`config.mk`:
```
export PLATFORM = sky130hd
export DESIGN_NAME = adt7301_sched
export DESIGN_NICKNAME = d
export VERILOG_FILES = /design/src/rtl/adt7301_pkg.sv /design/src/rtl/adt7301_tick_gen.sv /design/src/rtl/adt7301_sched.sv
export SDC_FILE = /design/constraint.sdc
export NUM_CORES = 1
export LEC_CHECK = 0
export ABC_CLOCK_PERIOD_IN_PS = 2900
export CORE_AREA = 2 2 76 78
export CTS_BUF_LIST = sky130_fd_sc_hd__clkbuf_4 sky130_fd_sc_hd__clkbuf_8
export DETAILED_ROUTE_END_ITERATION = 7
export DIE_AREA = 0 0 78 80
export GPL_TIMING_DRIVEN = 0
export PLACE_DENSITY = 0.74
export SYNTH_ARGS = -nofsm -noshare
export SYNTH_HDL_FRONTEND = slang
export SYNTH_SLANG_ARGS = --single-unit
```
`constraint.sdc`:
```
create_clock -name clk_i -period 2.9 [get_ports clk_i]
set_input_delay 0.58 -clock clk_i [delete_from_list [all_inputs] [get_ports clk_i]]
set_output_delay 0.58 -clock clk_i [all_outputs]
set_load 0.05 [all_outputs]
```
`src/rtl/adt7301_pkg.sv`:
```
// Shared types and helpers for the ADT7301 read scheduler.
// Temperature format: 14-bit two's complement in bits [13:0], 31.25 m°C per LSB.
package adt7301_pkg;

  typedef enum logic [1:0] {IDLE, WAIT, TRIG, BUSY} state_e;

  localparam int  TEMP_W      = 14;
  localparam int  RAW_W       = 16;
  localparam real TEMP_LSB_MC = 31.25;

  function automatic logic signed [RAW_W-1:0] raw_to_temp(input logic [RAW_W-1:0] raw);
    return {{(RAW_W-TEMP_W){raw[TEMP_W-1]}}, raw[TEMP_W-1:0]};
  endfunction

endpackage

```
`src/rtl/adt7301_tick_gen.sv`:
```
// Trigger-to-trigger period counter for the ADT7301 scheduler.
// The expire output stays high once the period has elapsed, until the next clear.
module adt7301_tick_gen #(
  parameter int PERIOD_CYC = 12_500_000
) (
  input  logic clk_i,
  input  logic rst_i,
  input  logic clr_i,
  input  logic en_i,
  output logic expire_o
);

  localparam int            CW   = $clog2(PERIOD_CYC);
  localparam logic [CW-1:0] LAST = CW'(PERIOD_CYC - 1);

  logic [CW-1:0] cnt_q, cnt_d;

  // Saturating at LAST lets an expiry during a busy read survive until WAIT sees it
  always_comb begin
    cnt_d = cnt_q;
    if (clr_i) begin
      cnt_d = '0;
    end else if (en_i && (cnt_q != LAST)) begin
      cnt_d = cnt_q + 1'b1;
    end
  end

  always_ff @(posedge clk_i) begin
    if (rst_i) begin
      cnt_q <= '0;
    end else begin
      cnt_q <= cnt_d;
    end
  end

  assign expire_o = (cnt_q == LAST);

endmodule

```
`src/rtl/adt7301_sched.sv`:
```
// Read scheduler and result handler for the ADT7301 SPI core: periodic/host
// triggered reads, timeout, format check, sign extension and hysteresis alarm.
module adt7301_sched
  import adt7301_pkg::*;
#(
  parameter int                       PERIOD_CYC  = 12_500_000,
  parameter int                       TIMEOUT_CYC = 4096,
  parameter logic signed [TEMP_W-1:0] ALARM_HI    = 14'sd2720,
  parameter logic signed [TEMP_W-1:0] ALARM_LO    = 14'sd2560
) (
  input  logic             clk_i,
  input  logic             rst_i,
  input  logic             enable_i,
  input  logic             req_i,
  input  logic             err_clr_i,
  output logic             read_temp_flag_o,
  input  logic             core_tvalid_i,
  output logic             core_tready_o,
  input  logic [RAW_W-1:0] core_tdata_i,
  output logic             temp_valid_o,
  output logic [RAW_W-1:0] temp_data_o,
  output logic             alarm_o,
  output logic             busy_o,
  output logic             timeout_err_o,
  output logic             fmt_err_o
);

  localparam int                      TW      = $clog2(TIMEOUT_CYC);
  localparam logic [TW-1:0]           TO_LAST = TW'(TIMEOUT_CYC - 1);
  localparam logic signed [RAW_W-1:0] HI_EXT  = RAW_W'(ALARM_HI);
  localparam logic signed [RAW_W-1:0] LO_EXT  = RAW_W'(ALARM_LO);

  state_e                  state_q, state_d;
  logic                    pend_q, pend_d;
  logic [TW-1:0]           tcnt_q, tcnt_d;
  logic                    tready_q;
  logic                    tv_q, tv_d;
  logic [RAW_W-1:0]        tdata_q, tdata_d;
  logic                    alarm_q, alarm_d;
  logic                    to_err_q, to_err_d;
  logic                    fmt_err_q, fmt_err_d;
  logic                    tick_clr, tick_expire, beat;
  logic signed [RAW_W-1:0] temp_new;

  assign beat     = core_tvalid_i & tready_q;
  assign temp_new = raw_to_temp(core_tdata_i);
  assign tick_clr = (state_d == TRIG) || (state_q == IDLE);

  adt7301_tick_gen #(.PERIOD_CYC(PERIOD_CYC)) u_tick (
    .clk_i    (clk_i),
    .rst_i    (rst_i),
    .clr_i    (tick_clr),
    .en_i     (state_q != IDLE),
    .expire_o (tick_expire)
  );

  // Error clear is applied first so a same-cycle set event overrides it
  always_comb begin
    state_d   = state_q;
    pend_d    = pend_q;
    tcnt_d    = tcnt_q;
    tv_d      = 1'b0;
    tdata_d   = tdata_q;
    alarm_d   = alarm_q;
    to_err_d  = to_err_q & ~err_clr_i;
    fmt_err_d = fmt_err_q & ~err_clr_i;
    unique case (state_q)
      IDLE: begin
        pend_d = 1'b0;
        if (enable_i) state_d = TRIG;
      end
      WAIT: begin
        if (!enable_i) begin
          state_d = IDLE;
        end else if (tick_expire || req_i || pend_q) begin
          state_d = TRIG;
          pend_d  = 1'b0;
        end
      end
      TRIG: begin
        state_d = BUSY;
        tcnt_d  = '0;
        if (req_i) pend_d = 1'b1;
      end
      BUSY: begin
        if (req_i) pend_d = 1'b1;
        tcnt_d = tcnt_q + 1'b1;
        if (beat) begin
          state_d = enable_i ? WAIT : IDLE;
          if (core_tdata_i[RAW_W-1:TEMP_W] != '0) begin
            fmt_err_d = 1'b1;
          end else begin
            tdata_d = temp_new;
            tv_d    = 1'b1;
            if (temp_new >= HI_EXT) begin
              alarm_d = 1'b1;
            end else if (temp_new <= LO_EXT) begin
              alarm_d = 1'b0;
            end
          end
        end else if (tcnt_q == TO_LAST) begin
          state_d  = enable_i ? WAIT : IDLE;
          to_err_d = 1'b1;
        end
      end
      default: state_d = IDLE;
    endcase
  end

  always_ff @(posedge clk_i) begin
    if (rst_i) begin
      state_q   <= IDLE;
      pend_q    <= 1'b0;
      tcnt_q    <= '0;
      tready_q  <= 1'b0;
      tv_q      <= 1'b0;
      tdata_q   <= '0;
      alarm_q   <= 1'b0;
      to_err_q  <= 1'b0;
      fmt_err_q <= 1'b0;
    end else begin
      state_q   <= state_d;
      pend_q    <= pend_d;
      tcnt_q    <= tcnt_d;
      tready_q  <= 1'b1;
      tv_q      <= tv_d;
      tdata_q   <= tdata_d;
      alarm_q   <= alarm_d;
      to_err_q  <= to_err_d;
      fmt_err_q <= fmt_err_d;
    end
  end

  assign read_temp_flag_o = (state_q == TRIG);
  assign busy_o           = (state_q == BUSY);
  assign core_tready_o    = tready_q;
  assign temp_valid_o     = tv_q;
  assign temp_data_o      = tdata_q;
  assign alarm_o          = alarm_q;
  assign timeout_err_o    = to_err_q;
  assign fmt_err_o        = fmt_err_q;

endmodule

```
==> results_dict.tcl, run 1 <==
set metrics [dict create \
    via_per_inst 5.18 \
    p_per_area_nw_per_um2 487 \
    synth_area_leader_cell "dfxtp_1" \
    die_h_um 80 \
    pwr-share-clk_pct 42.4 \
    synth_most_common_cell "dfxtp_1" \
    final.min_clock_period_ns 2.47 \
    tightest_slew_ns 1.10 \
    synth_top_area_share_pct 44.0 \
    p_seq_share_pct 49.7 \
    ctsRootBufferMaster "clkbuf_8" \
    gr-usage-met3_pct 4.75 \
    first_iter_violations 115 \
    holdBufCountCts 0 \
    crit_path_end_kind "output port" \
    crit_arrival_ns 1.89 \
    ys_ff_latch 58 \
    synthFlopType "dfxtp_1" \
    fill_cells 481 \
    dr.pass1.iters 4 \
    rows 27 \
    dieArea_um2 6240 \
    die-width_um 78 \
    grt_usage_pct 19.5 \
    io_buffers 43 \
    ys_types 48 \
    synth_nets 337 \
    grt_pass1_wl_mm 9.59 \
    holdPathStages 2 \
    relSlewSlack_pct 25.7 \
    syn_inst 313 \
    r2r.worst_path.cells 5 \
    antenna_found_initial 0 \
    grt_pass1_vias 2167 \
    clkTransAtPathRegs_ns 0.06 \
    outcome "completed" \
    syn_area_um2 2640 \
    hold_violations 0 \
    rsz0062_at_grt "no" \
    regToRegSetupSlack_ns 0.61 \
    ioPinCount 45 \
    maxSlewViolCount 0 \
    place_area_um2 3160 \
    p_sw_w 0.000369 \
    overflow 0 \
    fin_area_um2 3350 \
    critPathRequiredTime_ns 2.32 \
    synth_edf_count 0 \
    numCtsBuffers 9 \
    synthToLayoutAreaGrowth_pct 26.9 \
    ctsHtreeMaxLevel 3 \
    fin_crit_sh_pct 85.0 \
    drt_drc_violations_left 0 \
    crit_type "reg2out" \
    hold_path.class "reg2reg" \
    r2r-end "u_tick.cnt_q[21]" \
    grt_max_degree 11 \
    layoutNonFillerInstCount 443 \
    post_cts_buffers 0 \
    p_leak_nw 1.11 \
    startpoint_type "flop" \
    use_met1_pct 25.8 \
    layout-drive-gt1-share_pct 9.43 \
    diodes 0 \
    gp_congestion 0.823 \
    wire_per_inst_um 12.4 \
    postRouteAntennaNets 0 \
    hpwl_mm 4.07 \
    fin_nets 391 \
    crit_start "state_q[0]" \
    post-route-util_pct 62.0 \
    async_flop_share_pct 0 \
    cts_tree "yes" \
    power.internal_w 0.00126 \
    fmax_mhz 405 \
    swShare_pct 22.7 \
    drv_cap 0 \
    critPathMaxFanout 10 \
    hold_start "temp_data_o[9]" \
    placed_cells_incl_taps 428 \
    cts_resized 0 \
    final.setup.tns_ns 0 \
    min_to "temp_data_o[9]" \
    yosysWarnings 0 \
    initial_core_util_pct 48.8 \
    synth_area_leaders "dfxtp_1 (44%), xor2_1 (6.6%), nand2_1 (6.1%)" \
    r2r-start "state_q[0]" \
    core_um2 5410 \
    wl_mm 5.50 \
    combPwrFrac_pct 7.9 \
    synth_common_cells "dfxtp_1 (58), nand2_1 (43), nor2_1 (43)" \
    setup_viol 0 \
    grt-busiest-layer "met2" \
    skew_ns 0.00515 \
    clockBufferDepth 2 \
    clock_sinks 58 \
    clk_latency_ns 0.33 \
    yosysSeqAreaShare_pct 44.0 \
    vias 2293 \
    synth_area_per_cell_um2 8.43 \
    ir_drop_mv 0.325 \
    grtUsageMet2_pct 29.7 \
]
## cell families after synthesis
family          synth area share, %
simple gates                   29.2
flops                          44.0
compound gates                 11.6
xor+xnor                       8.96
buf+inv                        4.93
fa+ha+maj                     0.948
mux                           0.379
## how the worst max path moves through the flow
stage / cells past startpoint / to / slack, ns
2_1_floorplan: 5 / tcnt_q[0] / 1.01
3_3_place_gp: 6 / temp_data_o[12] / 0.49
3_5_place_dp: 7 / temp_data_o[12] / 0.50
4_1_cts: 3 / busy_o / 0.41
5_1_grt: 3 / busy_o / 0.38
6_report: 3 / busy_o / 0.43
## state kept, by name, indices dropped and copies added, names as in the netlist
register,cells
state_q,2
pend_q,1
temp_data_o,14
u_tick.cnt_q,24
temp_valid_o,1
timeout_err_o,1
tcnt_q,12
alarm_o,1
core_tready_o,1
fmt_err_o,1
## worst max-delay path, stage by stage, from the launching register on
cell             delay (ns)
dfxtp_1                0.41
buf_6                  0.17
and2_1                 0.17
clkdlybuf4s50_1        0.81
## cells in the final DEF, fill, tap and decap left out, types with 2 or more instances in the layout
| cell type | count |
|---|---|
| dfxtp_1 | 58 |
| nand2_1 | 43 |
| nor2_1 | 43 |
| clkdlybuf4s50_1 | 43 |
| a21oi_1 | 27 |
| xor2_1 | 20 |
| nand3_1 | 19 |
| clkbuf_8 | 15 |
| nand4_1 | 13 |
| nor3_1 | 8 |
| clkbuf_1 | 7 |
| xnor2_1 | 7 |
| o21ai_0 | 6 |
| inv_1 | 4 |
| or2_2 | 4 |
| buf_6 | 3 |
| nor2b_1 | 3 |
| and4_1 | 3 |
| buf_4 | 3 |
| nor4_1 | 3 |
| a31oi_1 | 3 |
| or3_1 | 2 |
| and3_1 | 2 |
| or4_1 | 2 |
| nor4b_1 | 2 |
| nand2b_1 | 2 |
| ha_1 | 2 |
| clkinv_2 | 2 |
## power groups by stage
stage | Combinational [W] | Clock, W | Sequential (W)
final | 0.000128 | 0.000691 | 0.000811
after global routing | 0.000140 | 0.000747 | 0.000811
after CTS | 0.000129 | 0.000709 | 0.000810
after detailed placement | 0.000129 | 0 | 0.000828
after global placement | 0.000128 | 0 | 0.000828
after floorplan | 0.0000711 | 0 | 0.000831
## metal layers
| metal | vias up | part of all wire (%) |
|---|---|---|
| li1 | 1185 | - |
| met1 | 1042 | 49 |
| met2 | 55 | 44 |
| met3 | 11 | 5.3 |
| met4 | 0 | 2.1 |
| met5 | - | 0 |
## area by class of cell
cell class / instances / area, um^2 / share of cell area, %
plain buffers: 16 / 115 / 3.44
well taps: 72 / 90.1 / 2.69
repair buffers: 43 / 430 / 12.9
flip-flops and latches: 58 / 1160 / 34.7
multi-input cells: 235 / 1350 / 40.3
clock buffers: 13 / 179 / 5.34
clock inverters: 2 / 10.0 / 0.299
inverters: 4 / 15.0 / 0.448
## through the flow
| step | hold slack (ns) | worst slack [ns] | total power (W) |
|---|---|---|---|
| floorplan | 0.450 | 1.01 | 0.000902 |
| global placement | 0.442 | 0.494 | 0.000956 |
| detailed placement | 0.446 | 0.502 | 0.000957 |
| CTS | 0.455 | 0.414 | 0.00165 |
| global route | 0.469 | 0.377 | 0.00170 |
| finish | 0.452 | 0.434 | 0.00163 |
(Power assumes the default switching activity.)
==> run 2, diff against run 1 <==
- CORE_AREA: 2 2 76 78 -> 2 2 80 82
- DIE_AREA: 0 0 78 80 -> 0 0 82 84
- MAX_ROUTING_LAYER: not set -> met4
- PLACE_DENSITY: 0.74 -> 0.68
==> results_dict.tcl, run 2 (synthesis gave the netlist of run 1 again) <==
set metrics [dict create \
    setup_viol 0 \
    ctsRootBufferMaster "clkbuf_8" \
    critPathMaxFanout 10 \
    crit_family "buffers and inverters" \
    critical_path_buf_inv_count 2 \
    final.min_clock_period_ns 2.47 \
    dr.pass1.iters 4 \
    hold_path.class "reg2reg" \
    die_h_um 84 \
    maxSlewViolCount 0 \
    grt_usage_pct 18.3 \
    swShare_pct 22.2 \
    r2r-start "state_q[0]" \
    clockBufferDepth 2 \
    critPathRequiredTime_ns 2.32 \
    overflow 0 \
    numCtsBuffers 9 \
    crit_type "reg2out" \
    crit_arrival_ns 1.89 \
    critical-path-max-stage-delay_ns 0.81 \
    grt_pass1_vias 2196 \
    power.internal_w 0.00138 \
    relSlewSlack_pct 27.8 \
    layout-drive-gt1-share_pct 9.68 \
    clock_sinks 58 \
    cts_resized 0 \
    drt_drc_violations_left 0 \
    die-width_um 82 \
    cts_tree "yes" \
    wire_per_inst_um 12.7 \
    via_per_inst 5.21 \
    grt_pass1_wl_mm 9.61 \
    initial_core_util_pct 43.3 \
    p_seq_share_pct 45.8 \
    wl_mm 5.69 \
    mostFrequentLayoutCells "dfxtp_1 (58), nand2_1 (43), nor2_1 (43), clkdlybuf4s50_1 (43), a21oi_1 (27)" \
    largest_reg_flops 24 \
    p_per_area_nw_per_um2 522 \
    io_buffers 43 \
    postRouteAntennaNets 0 \
    hpwl_mm 4.09 \
    hold_violations 0 \
    outcome "completed" \
    r2r-end "u_tick.cnt_q[19]" \
    grt_max_degree 11 \
    drv_cap 0 \
    r2r.worst_path.cells 5 \
    tightest_slew_ns 1.07 \
    ioPinCount 45 \
    hold_start "temp_data_o[0]" \
    antenna_found_initial 0 \
    post_cts_buffers 0 \
    clk_latency_ns 0.33 \
    skew_ns 0.00710 \
    p_leak_nw 1.12 \
    hold_slack_ns 0.452 \
    fin_crit_sh_pct 85.2 \
    startpoint_type "flop" \
    combPwrFrac_pct 7.3 \
    holdPathStages 2 \
    fmax_mhz 405 \
    min_to "temp_data_o[0]" \
    synthToLayoutAreaGrowth_pct 28.4 \
    clkTransAtPathRegs_ns 0.07 \
    holdBufCountCts 0 \
    cp_slowest_cell "clkdlybuf4s50_1" \
    diodes 0 \
    p_sw_w 0.000393 \
    crit_path_end_kind "output port" \
    final_common_cell "dfxtp_1" \
    ctsHtreeMaxLevel 3 \
    rsz0062_at_grt "no" \
    gp_congestion 0.814 \
    core_um2 6100 \
    final.setup.tns_ns 0 \
    crit_start "state_q[0]" \
    path_cells "buf_6 -> and2_1 -> clkdlybuf4s50_1" \
    rows 29 \
    pwr-share-clk_pct 46.9 \
    regMostFlops "u_tick.cnt_q" \
    fin_nets 391 \
    regToRegSetupSlack_ns 0.66 \
    ir_drop_mv 0.290 \
    worst-path-stages 3 \
    vias 2338 \
    dieArea_um2 6890 \
    first_iter_violations 78 \
]
==> run 2: final cells by class <==
type,instances,area [um^2]
Clock inverter,5,77.6
Inverter,4,15.0
Clock buffer,11,145
Sequential cell,58,1160
Multi-Input combinational cell,235,1350
Tap cell,77,96.3
Timing Repair Buffer,43,430
Fill cell,565,2710
Buffer,16,115
==> run 2: power groups by stage <==
| stage | Sequential [W] | Combinational [W] | Clock, W |
|---|---|---|---|
| after floorplan | 0.000831 | 0.0000711 | 0 |
| after global placement | 0.000828 | 0.000129 | 0 |
| after detailed placement | 0.000828 | 0.000129 | 0 |
| after CTS | 0.000810 | 0.000130 | 0.000847 |
| after global routing | 0.000811 | 0.000142 | 0.000883 |
| final | 0.000811 | 0.000130 | 0.000830 |
==> run 2: worst max-delay path by stage <==
stage	endpoint	slack, ns
after CTS	busy_o	0.42
after detailed placement	temp_data_o[0]	0.51
after global placement	temp_data_o[12]	0.53
after floorplan	tcnt_q[0]	1.01
final	busy_o	0.43
after global routing	busy_o	0.35
==> run 2: layer usage <==
| metal | global-route usage (%) | wire length, um | up-vias |
|---|---|---|---|
| met5 | - | 0 | - |
| met1 | 22.5 | 2720 | 1080 |
| li1 | - | - | 1195 |
| met4 | 7.27 | 73 | 0 |
| met3 | 5.19 | 290 | 8 |
| met2 | 27.9 | 2610 | 55 |
==> run 2: stage by stage <==
stage                     worst slack (ns)  power (W)  std cells  cell area (um^2)  util, %
final                                0.428    0.00177        449              3390     55.6
after global routing                 0.351    0.00184        449              3390     55.6
after CTS                            0.415    0.00179        449              3390     55.6
after detailed placement             0.513   0.000957        433              3170     51.9
after global placement               0.525   0.000957        433              3170     51.9
after floorplan                       1.01   0.000902        313              2640        -
==> run 2: tightest hold or removal path, delay by kind of cell (launching register included) <==
| family | cells | cell delay, ns |
|---|---|---|
| flip-flops | 1 | 0.31 |
| AND/OR/NAND/NOR | 1 | 0.05 |
| AO/OA/AOI/OAI | 1 | 0.05 |
==> run 3, diff against run 2 <==
- ABC_CLOCK_PERIOD_IN_PS: 2900 -> 2200
- PLACE_DENSITY: 0.68 -> 0.71
- clock period: 2.9 -> 2.2 ns (I/O delays scaled with it)
==> results_dict.tcl, run 3 (synthesis gave the netlist of run 1 again) <==
set metrics [dict create \
    layout-drive-gt1-share_pct 10.2 \
    skew_ns 0.0142 \
    dr.pass1.iters 4 \
    pre_cts_slack_ns -0.0573 \
    crit_path_end_kind "output port" \
    p_total_w 0.00223 \
    wl_mm 5.62 \
    rsz0062_at_grt "no" \
    die-width_um 82 \
    path_cells "buf_4 -> clkdlybuf4s50_1" \
    mostFrequentLayoutCells "dfxtp_1 (58), nand2_1 (43), nor2_1 (43), clkdlybuf4s50_1 (41), a21oi_1 (27)" \
    hold_violations 0 \
    core_um2 6100 \
    grt_pass1_wl_mm 9.43 \
    critPathMaxFanout 4 \
    holdBufCountCts 0 \
    final_common_cell "dfxtp_1" \
    ctsHtreeMaxLevel 3 \
    numCtsBuffers 9 \
    startpoint_type "flop" \
    maxSlewViolCount 0 \
    cts_tree "yes" \
    regMostFlops "u_tick.cnt_q" \
    vias 2318 \
    clock_sinks 58 \
    largest_reg_flops 24 \
    rows 29 \
    tightest_slew_ns 0.851 \
    die_h_um 84 \
    p_leak_nw 1.12 \
    clk_latency_ns 0.34 \
    critical_path_buf_inv_count 2 \
    fill_cells 573 \
    via_per_inst 5.15 \
    post-route-util_pct 55.6 \
    clkTransAtPathRegs_ns 0.07 \
    ioPinCount 45 \
    fin_nets 392 \
    postRouteAntennaNets 0 \
    drv_cap 0 \
    clockBufferDepth 2 \
    critical-path-max-stage-delay_ns 0.78 \
    overflow 0 \
    gp_congestion 0.790 \
    critPathRequiredTime_ns 1.76 \
    p_per_area_nw_per_um2 657 \
    placed_cells_incl_taps 433 \
    multi_input_area_um2 1360 \
    dieArea_um2 6890 \
    diodes 0 \
    first_iter_violations 118 \
    hpwl_mm 4.05 \
    synthToLayoutAreaGrowth_pct 28.3 \
    outcome "completed" \
    grt_pass1_vias 2192 \
    drt_drc_violations_left 0 \
    fin_crit_sh_pct 93.4 \
    final.min_clock_period_ns 2.05 \
    fin_ws_ns 0.146 \
    grt_usage_pct 17.8 \
    initial_core_util_pct 43.3 \
    layoutNonFillerInstCount 450 \
    ir_drop_mv 0.485 \
    relSlewSlack_pct 42.8 \
    wire_per_inst_um 12.5 \
    seq_area_um2 1160 \
    fmax_mhz 487 \
    antenna_found_initial 0 \
    grt_max_degree 13 \
    crit_arrival_ns 1.61 \
    hold_path.class "in2reg" \
    crit_type "reg2out" \
    ctsRootBufferMaster "clkbuf_8" \
    setup_viol 0 \
    crit_family "buffers and inverters" \
    cp_slowest_cell "clkdlybuf4s50_1" \
    io_buffers 43 \
]
-- run 3: cell count changes in the layout (fill, tap and decap cells not counted), sizes merged --
cell,change
clkbuf,-2
clkdlybuf4s50,-2
clkinv,+2
dlygate4sd2,+2
buf,+1
bufinv,-1
inv,+1
-- run 3: per-stage QoR --
stage          TNS (ns)  hold slack, ns  area, um^2
3_5_place_dp     -0.152           0.447        3170
2_1_floorplan         0           0.450        2640
5_1_grt               0           0.323        3390
3_3_place_gp    -0.0935           0.443        3170
4_1_cts               0           0.315        3370
6_report              0           0.326        3390
-- run 3: final timing paths --
check | to | slack (ns) | start | depth (start not counted)
max | temp_data_o[14] | 0.15 | temp_data_o[13] | 2
max reg2reg | u_tick.cnt_q[11] | 0.17 | u_tick.cnt_q[0] | 7
min reg2reg | temp_data_o[5] | 0.46 | temp_data_o[5] | 2
min | state_q[0] | 0.33 | rst_i | 2
-- run 3: report_power, final --
part	internal (W)	switching (W)
Combinational	0.0000780	0.0000910
Clock	0.000530	0.000460
Sequential	0.00106	0.00000803
Total	0.00167	0.000559
-- run 3: area by class of cell --
| cell class | count | area share (%) |
|---|---|---|
| multi-input combinational | 235 | 40.3 |
| buffer | 16 | 3.40 |
| timing repair buffer | 44 | 12.9 |
| tap | 77 | 2.84 |
| sequential | 58 | 34.3 |
| clock buffer | 9 | 3.66 |
| inverter | 4 | 0.443 |
| clock inverter | 7 | 2.29 |
-- run 3: worst reg2reg max path, stage by stage (launching register included) --
cell and delay (ns):
dfxtp_1 0.37, ha_1 0.25, nand4_1 0.22, nor4_4 0.37
nand2_2 0.12, a41oi_4 0.36, buf_6 0.19, a21oi_1 0.04
-- run 3: timing repair --
item | 4_1_cts | 5_1_grt
setup endpoints to repair | 6 | 20
pin swaps | 0 | 1
gates resized for setup | 3 | 1
buffers inserted | 0 | 1
-- run 3: metal layers --
| layer | up-vias | part of all wire, % | GRT usage [%] |
|---|---|---|---|
| met1 | 1069 | 47 | 21.9 |
| met2 | 39 | 47 | 27.1 |
| li1 | 1198 | - | - |
| met5 | - | 0 | - |
| met4 | 0 | 1.9 | 7.12 |
| met3 | 12 | 4.8 | 5.30 |
